===== src/rtl/simple_mem_responder.sv =====
// simple_mem_responder
//   Memory-side responder below the direct-mapped cache: 32 x 32-bit word RAM
//   with a valid/ready request and response handshake and a fixed, programmable
//   access latency that models slow main memory. One request is outstanding at
//   a time. A read returns mem[addr]. A write stores the word and returns the
//   stored value as its acknowledge.
//
//   Optional build macro: MEM_BYTE_MASK_EN adds req_be[3:0] for byte-masked writes.
//
// Parameters
//   LATENCY : cycles from the request accept edge to the first edge at which
//             resp_valid is sampled high (1..15)
//   DEPTH   : number of words, fixed at 32 to match the 5-bit address
//
// Ports
//   clk, rst_n           : clock and synchronous active-low reset
//   req_valid/req_ready  : request handshake; ready only while idle
//   req_wr/addr/data     : request kind, word address and write data
//   req_be               : byte enables (MEM_BYTE_MASK_EN builds only)
//   resp_valid/resp_ready: response handshake
//   resp_wr/resp_data    : write-ack flag and read data or the stored word
//   busy                 : a request is in flight or its response is pending
module simple_mem_responder #(
  parameter int unsigned LATENCY = 2,
  parameter int unsigned DEPTH   = 32
) (
  input  logic        clk,
  input  logic        rst_n,
  input  logic        req_valid,
  output logic        req_ready,
  input  logic        req_wr,
  input  logic [4:0]  req_addr,
  input  logic [31:0] req_data,
`ifdef MEM_BYTE_MASK_EN
  input  logic [3:0]  req_be,
`endif
  output logic        resp_valid,
  input  logic        resp_ready,
  output logic        resp_wr,
  output logic [31:0] resp_data,
  output logic        busy
);

  typedef enum logic [1:0] {
    IDLE = 2'd0,
    WAIT = 2'd1,
    RESP = 2'd2
  } state_t;

  localparam logic [3:0] CNT_INIT = (LATENCY > 1) ? 4'(LATENCY - 2) : 4'd0;

  state_t      state, state_nxt;
  logic [3:0]  cnt;
  logic        lat_wr;
  logic [4:0]  lat_addr;
  logic [31:0] lat_data;
  logic [3:0]  lat_be;
  logic [31:0] mem [DEPTH];

  logic        accept;
  logic        access;
  logic [3:0]  in_be;
  logic        acc_wr;
  logic [4:0]  acc_addr;
  logic [31:0] acc_data;
  logic [3:0]  acc_be;
  logic [31:0] old_word;
  logic [31:0] merged;

`ifdef MEM_BYTE_MASK_EN
  assign in_be = req_be;
`else
  assign in_be = 4'hF;
`endif

  always_comb begin
    state_nxt = state;
    accept    = 1'b0;
    access    = 1'b0;
    case (state)
      IDLE: begin
        if (req_valid) begin
          accept = 1'b1;
          if (LATENCY > 1) begin
            state_nxt = WAIT;
          end else begin
            state_nxt = RESP;
            access    = 1'b1;
          end
        end
      end
      WAIT: begin
        if (cnt == 4'd0) begin
          access    = 1'b1;
          state_nxt = RESP;
        end
      end
      RESP: begin
        if (resp_ready) state_nxt = IDLE;
      end
      default: state_nxt = IDLE;
    endcase
  end

  // With LATENCY==1 the access happens on the accept edge itself, before the
  // request latches hold anything, so the live request fields are used then.
  always_comb begin
    if (state == IDLE) begin
      acc_wr   = req_wr;
      acc_addr = req_addr;
      acc_data = req_data;
      acc_be   = in_be;
    end else begin
      acc_wr   = lat_wr;
      acc_addr = lat_addr;
      acc_data = lat_data;
      acc_be   = lat_be;
    end
  end

  assign old_word = mem[acc_addr];

  always_comb begin
    merged = old_word;
    for (int unsigned i = 0; i < 4; i++) begin
      if (acc_be[i]) merged[8*i +: 8] = acc_data[8*i +: 8];
    end
  end

  always_ff @(posedge clk) begin
    if (!rst_n) begin
      state     <= IDLE;
      cnt       <= '0;
      lat_wr    <= 1'b0;
      lat_addr  <= '0;
      lat_data  <= '0;
      lat_be    <= '0;
      resp_wr   <= 1'b0;
      resp_data <= '0;
      mem       <= '{default: '0};
    end else begin
      state <= state_nxt;
      if (accept) begin
        lat_wr   <= req_wr;
        lat_addr <= req_addr;
        lat_data <= req_data;
        lat_be   <= in_be;
        cnt      <= CNT_INIT;
      end else if (state == WAIT) begin
        cnt <= cnt - 4'd1;
      end
      if (access) begin
        resp_wr <= acc_wr;
        if (acc_wr) begin
          mem[acc_addr] <= merged;
          resp_data     <= merged;
        end else begin
          resp_data <= old_word;
        end
      end
    end
  end

  assign req_ready  = (state == IDLE);
  assign resp_valid = (state == RESP);
  assign busy       = (state != IDLE);

endmodule


===== config.mk =====
export PLATFORM = sky130hd
export DESIGN_NAME = simple_mem_responder
export DESIGN_NICKNAME = d
export VERILOG_FILES = /design/src/rtl/simple_mem_responder.sv
export SDC_FILE = /design/constraint.sdc
export NUM_CORES = 2
export LEC_CHECK = 0
export ABC_AREA = 1
export BUFFER_PORTS_ARGS = -buffer_cell sky130_fd_sc_hd__buf_4
export CORE_MARGIN = 2
export CORE_UTILIZATION = 55
export DETAILED_ROUTE_END_ITERATION = 6
export GPL_TIMING_DRIVEN = 0
export PLACE_DENSITY = 0.76
export RECOVER_POWER = 100
export SYNTH_ARGS = -nofsm -noshare
export SYNTH_HDL_FRONTEND = slang
export SYNTH_SLANG_ARGS = --single-unit
export TNS_END_PERCENT = 50

===== constraint.sdc =====
create_clock -name clk -period 4.75 [get_ports clk]
set_input_delay 0.2375 -clock clk [delete_from_list [all_inputs] [get_ports clk]]
set_output_delay 0.2375 -clock clk [all_outputs]
set_load 0.03 [all_outputs]

After elaboration in Yosys (flattened, before gate mapping)

Index checks and enable logic that the tools add are counted.

Output and inout bits: 36
Register bits: 1102
Logic and storage cells: 80
Input bits: 42

Equal/unequal tests: 5
$add $sub $neg: 1
$lt $le $gt $ge: 2
Mux-type cells: 23
Bitwise logic cells: 2
Reduce and logical (&&, ||, !) cells: 7

Operators with widths:

| kind                  | number |
|---|---|
| $bwmux W1024          | 1 |
| $bmux W32 S5          | 1 |
| $demux W32 S5         | 1 |
| $mux W32              | 5 |
| $mux W8               | 4 |
| $ge A6 B6 Y1 const B  | 1 |
| $lt A6 B1 Y1 const B  | 1 |
| $mux W2               | 3 |
| $not A5 Y6            | 1 |
| $pmux W2 S3           | 1 |
| $mux W1               | 5 |
| $mux W5               | 1 |
| $logic_not A4 Y1      | 1 |
| $mux W4               | 1 |
| $ne A2 B2 Y1 const B  | 2 |
| $sub A4 B1 Y4 const B | 1 |
| $reduce_and A3 Y1     | 1 |
| $eq A2 B1 Y1 const B  | 1 |
| $eq A2 B2 Y1 const B  | 1 |
| $logic_not A2 Y1      | 1 |
| $ne A2 B1 Y1 const B  | 1 |
| $reduce_and A2 Y1     | 1 |
| $reduce_bool A2 Y1    | 1 |
| $reduce_or A2 Y1      | 1 |
| other kinds (2)       | 2 |

Logic depth before layout (Yosys ltp)

Word-level depth: 8
Mapped depth: 20

Worst setup path before layout

No wires, ideal clock.

Path kind: register -> register
From: reg state[0]
To: reg mem[227] (netlist name)
Required time: 4635 ps
Arrival time: 2162 ps
Setup slack: 2473 ps
Path buffers: 1
Stages on the path, launching flop included: 13
Setup time: 115 ps
Cells stage by stage: dfxtp_1 > inv_1 > nand2_2 > or2_2 > o21ai_1 > clkinv_1 > nand2_2 > nor3_4 > nand2_2 > clkbuf_1 > a21oi_1 > o21ai_0 > inv_1

Word-level cells in the longest chain between the ends: 8
Elaborated cells between the ends (all ways): 19
Those cells by class: order compare: 2; eq/ne: 1; mux: 12; bitwise: 1; reduce/logical: 3

Ends and longest elaborated chain:

| item                                                                         | RTL line | text |
|---|---|---|
| start, declared                                                              | 52       | `state_t state, state_nxt;` |
| start signal, assigned                                                       | 142      | `state <= state_nxt;` |
| $logic_not A2 Y1                                                             | 80, 108  |  |
| $mux W5                                                                      | 108      | `if (state == IDLE) begin` |
| $not A5 Y6 (not written as such)                                             | 121, 155 |  |
| $ge A6 B6 Y1 (not written as such), or another cell as far along             | 155      | `mem[acc_addr] <= merged;` |
| $logic_and A1 B1 Y1 (not written as such) / $mux W32 (equally long branches) | 155, 121 |  |
| $mux W32, on equally long branches                                           | 155, 121 |  |
| $demux W32 S5 / $mux W8 (equally long branches)                              | 155, 126 |  |
| $bwmux W1024                                                                 | 155      |  |
| end signal, assigned by index                                                | 155      |  |
| end, declared                                                                | 58       | `logic [31:0] mem [DEPTH];` |

Several ways; a longest one is shown, not always the timed one. The select of a mux whose other input is x is not followed.
A chain may end at the register's enable or synchronous reset.

Final worst setup path

From: reg state[1]
To: reg mem[547] (netlist name)

Same word-level chain as after synthesis.

==> impl_metrics.toml <==
[outcome]
status = "finished with violations"
violations = "setup timing"

[global_routing]
grt_pass1_wl_um = 361000
grt_usage_pct = 46.3
grt_pass1_vias = 55200
grt_overflow = 0
antenna_found_initial = 27
grt_max_degree = 16

[setup_path]
critPathLaunch = "state[1]$_SDFFE_PN0P_"
cp_max_fo = 12
critPathCaptureType = "flip-flop"
startpoint_type = "flip-flop"
path_class = "flip-flop to flip-flop"
r2r_cells = 15
r2r_start = "state[1]$_SDFFE_PN0P_"
worstPathRequired_ns = 5.44
regToRegEndpoint = "mem[547]$_SDFFE_PN0P_"
worstPathArrival_ns = 5.62
reg2reg_slack_ns = -0.18

[min_path]
hold_class = "input pin to flip-flop"
hold_end = "state[1]$_SDFFE_PN0P_"
hold_depth = 5
min_from = "resp_ready"

[power_and_ir_drop]
vdd.ir_drop.worst_mv = 0.330
design_power_total_mw = 22.6
power_density_mw_per_mm2 = 356
leakagePower_nw = 34.7

[route]
routed-wl-met3_um = 31500
wirelength_um = 254000
postRouteAntennaNets = 0
avgViaCountPerCell = 5.57
wl_per_cell_um = 23.1
vias = 61200
remaining_drc_errors = 0
wl_met2_um = 105000
routed.top_layer = "met5"
first_pass_iters = 6
wl_met1_um = 91200
drt-initial-drc-count = 8902

[logic_synthesis]
yosys.area.top_type_share_pct = 38.7
ys_warn_count = 0
ys.flop_type = "dfxtp_1"
synth_edf_count = 0
syn_nets = 9292
ys_types = 27
yosysSeqAreaShare_pct = 38.7
netlist_area_mm2 = 0.0570
synthArstFlopShare_pct = 0
synth_area_leader_cell = "dfxtp_1"
netlist_instances = 9249
ys_ff_latch = 1102
synthTopCellsByArea = "dfxtp_1 39%, nand2_1 16%, inv_1 14%, a21oi_1 9.3%, o21ai_0 5.7%"
syn_avg_cell_area_um2 = 6.16

[final_layout]
stdcell_count = 11000
synthToLayoutAreaGrowth_pct = 11.7
layout-drive-gt1-share_pct = 5.37
fin_nets = 9540

[timing]
setup_viol_count_final = 75
max_freq_mhz = 203
max-slew-margin-rel_pct = 5.65
fin_crit_ns = 4.93
finalHoldViolations = 0
report.final.slew_viol_count = 0
fin_skew_ns = 0.0370
worst_slew_pin_slew_ns = 1.41
hold-worst-slack_ns = 0.316
setup_slack_ns = -0.180
period_share_pct = 104

[cts]
clock_latency_ns = 0.76
root_buffer = "clkbuf_16"
clockBufferDepth = 3
clock_sinks = 1102
h-tree-depth = 3
numCtsBuffers = 120
clk_pin_slew_ns = 0.06
cts_tree = "yes"
post_cts_buffers = 0

[floorplan]
die_h_um = 326
core-area_mm2 = 0.103
io_pins = 78
start_util_pct = 55.3
die-width_um = 326
row_count = 118
dieArea_mm2 = 0.106

[place]
placed_cells = 10700
preCtsSetupSlack_ns = -0.296
dp_hpwl_um = 186000
port_buffers = 76
place_congestion = 1.13

[job]
cap_violations = 0
## power by group
part           internal (mW)  leakage (nW)  switching, mW
clock                   5.58          1.98           4.09
sequential              9.37          8.88         0.0876
combinational          0.599          23.8           2.89
## sequential cells by signal (all words and copies together) (netlist names)
name and cells:
cnt 4, lat_addr 5, lat_be 1, lat_data 32, lat_wr 1, mem 1024, resp_data 32, resp_wr 1
state 2
## placed cells by master, fill, tap and decap left out, types with 2 or more instances in the layout
master / n
nand2_1: 2441
inv_1: 2132
dfxtp_1: 1102
a21oi_1: 1063
o21ai_0: 648
nand3_1: 580
clkbuf_1: 442
o21ai_1: 419
buf_2: 141
clkbuf_16: 122
buf_4: 109
buf_1: 90
nor2_1: 72
dlygate4sd3_1: 50
nand2_2: 42
a31oi_1: 32
clkinv_2: 28
clkbuf_8: 23
nor3_4: 12
diode_2: 11
bufinv_16: 10
buf_6: 6
o21ai_2: 4
inv_6: 3
o21ai_4: 2
clkinv_1: 2
inv_2: 2
clkbuf_2: 2
o31ai_1: 2
## routing by layer
layer | GRT usage, % | vias to the layer above
met5 | 0 | -
li1 | - | 28600
met2 | 68.2 | 3726
met1 | 55.0 | 27900
met3 | 13.7 | 994
met4 | 40.5 | 12
## layout make-up
cell class | instances | area (um^2)
Fill cell | 10300 | 39400
Multi-Input combinational cell | 5324 | 23800
Sequential cell | 1102 | 22100
Inverter | 2136 | 8020
Clock buffer | 174 | 3480
Buffer | 686 | 3060
Tap cell | 1380 | 1730
Timing Repair Buffer | 127 | 951
Clock inverter | 44 | 499
Antenna cell | 11 | 27.5
## synth_stat cells (2+ instances only)
master / number
o21ai_4: 2
buf_4: 70
o21ai_1: 419
a21oi_1: 1063
buf_1: 90
o21ai_0: 648
nor2_1: 72
inv_1: 2131
nand2_2: 45
dfxtp_1: 1102
nor3_4: 12
nand3_1: 580
o21ai_2: 4
clkbuf_1: 379
a31oi_1: 32
nand2_1: 2439
inv_2: 3
clkinv_1: 2
buf_2: 142
buf_6: 6
o31ai_1: 2
## stage by stage
stage | setup TNS [ns] | util, % | cell area [um^2]
global placement | -27.48 | 57.5 | 59300
global route | -0.0830 | 61.7 | 63600
CTS | 0 | 61.9 | 63700
finish | -4.97 | 61.8 | 63600
detailed placement | -23.26 | 57.5 | 59300
floorplan | 0 | - | 57000
## how the worst max path moves through the flow
stage / slack (ns) / cells past startpoint / endpoint
finish: -0.18 / 15 / mem[547]$_SDFFE_PN0P_
global route: -0.03 / 15 / mem[387]$_SDFFE_PN0P_
CTS: 0.06 / 17 / mem[739]$_SDFFE_PN0P_
detailed placement: -0.30 / 15 / mem[388]$_SDFFE_PN0P_
global placement: -0.29 / 15 / mem[676]$_SDFFE_PN0P_
floorplan: 2.47 / 12 / mem[227]$_SDFFE_PN0P_
## repair_timing
| action | CTS | global route |
|---|---|---|
| resized for setup | 1 | 6 |
| endpoints found under the setup margin | 201 | 173 |
| hold endpoints to repair | 41 | 0 |
| hold buffers | 50 | 0 |
## critical path: stages (launching register included)
cell and delay, ns:
dfxtp_1 0.46, nor2_8 0.10, o21ai_4 0.46, clkbuf_2 0.69, clkdlybuf4s15_1 1.07, nand2_1 0.12, nand2_1 0.26, nand2_1 0.09
nand2_1 0.21, nor2_1 0.09, nand2_1 0.07, nand2_1 0.07, nand2_1 0.54, buf_4 0.40, o21ai_0 0.13, inv_1 0.09
## cell families (layout without fill, tap and decap cells)
kind of cell | after synthesis | after routing | share of synthesized area [%]
compound gates | 2170 | 2170 | 19.2
fa+ha+maj | 1 | 1 | 0.0220
buf+inv | 2823 | 3167 | 19.5
flops | 1102 | 1102 | 38.7
other cells | 0 | 11 | 0
simple gates | 3153 | 3153 | 22.6
No activity file was read; power rests on OpenSTA's default activity.
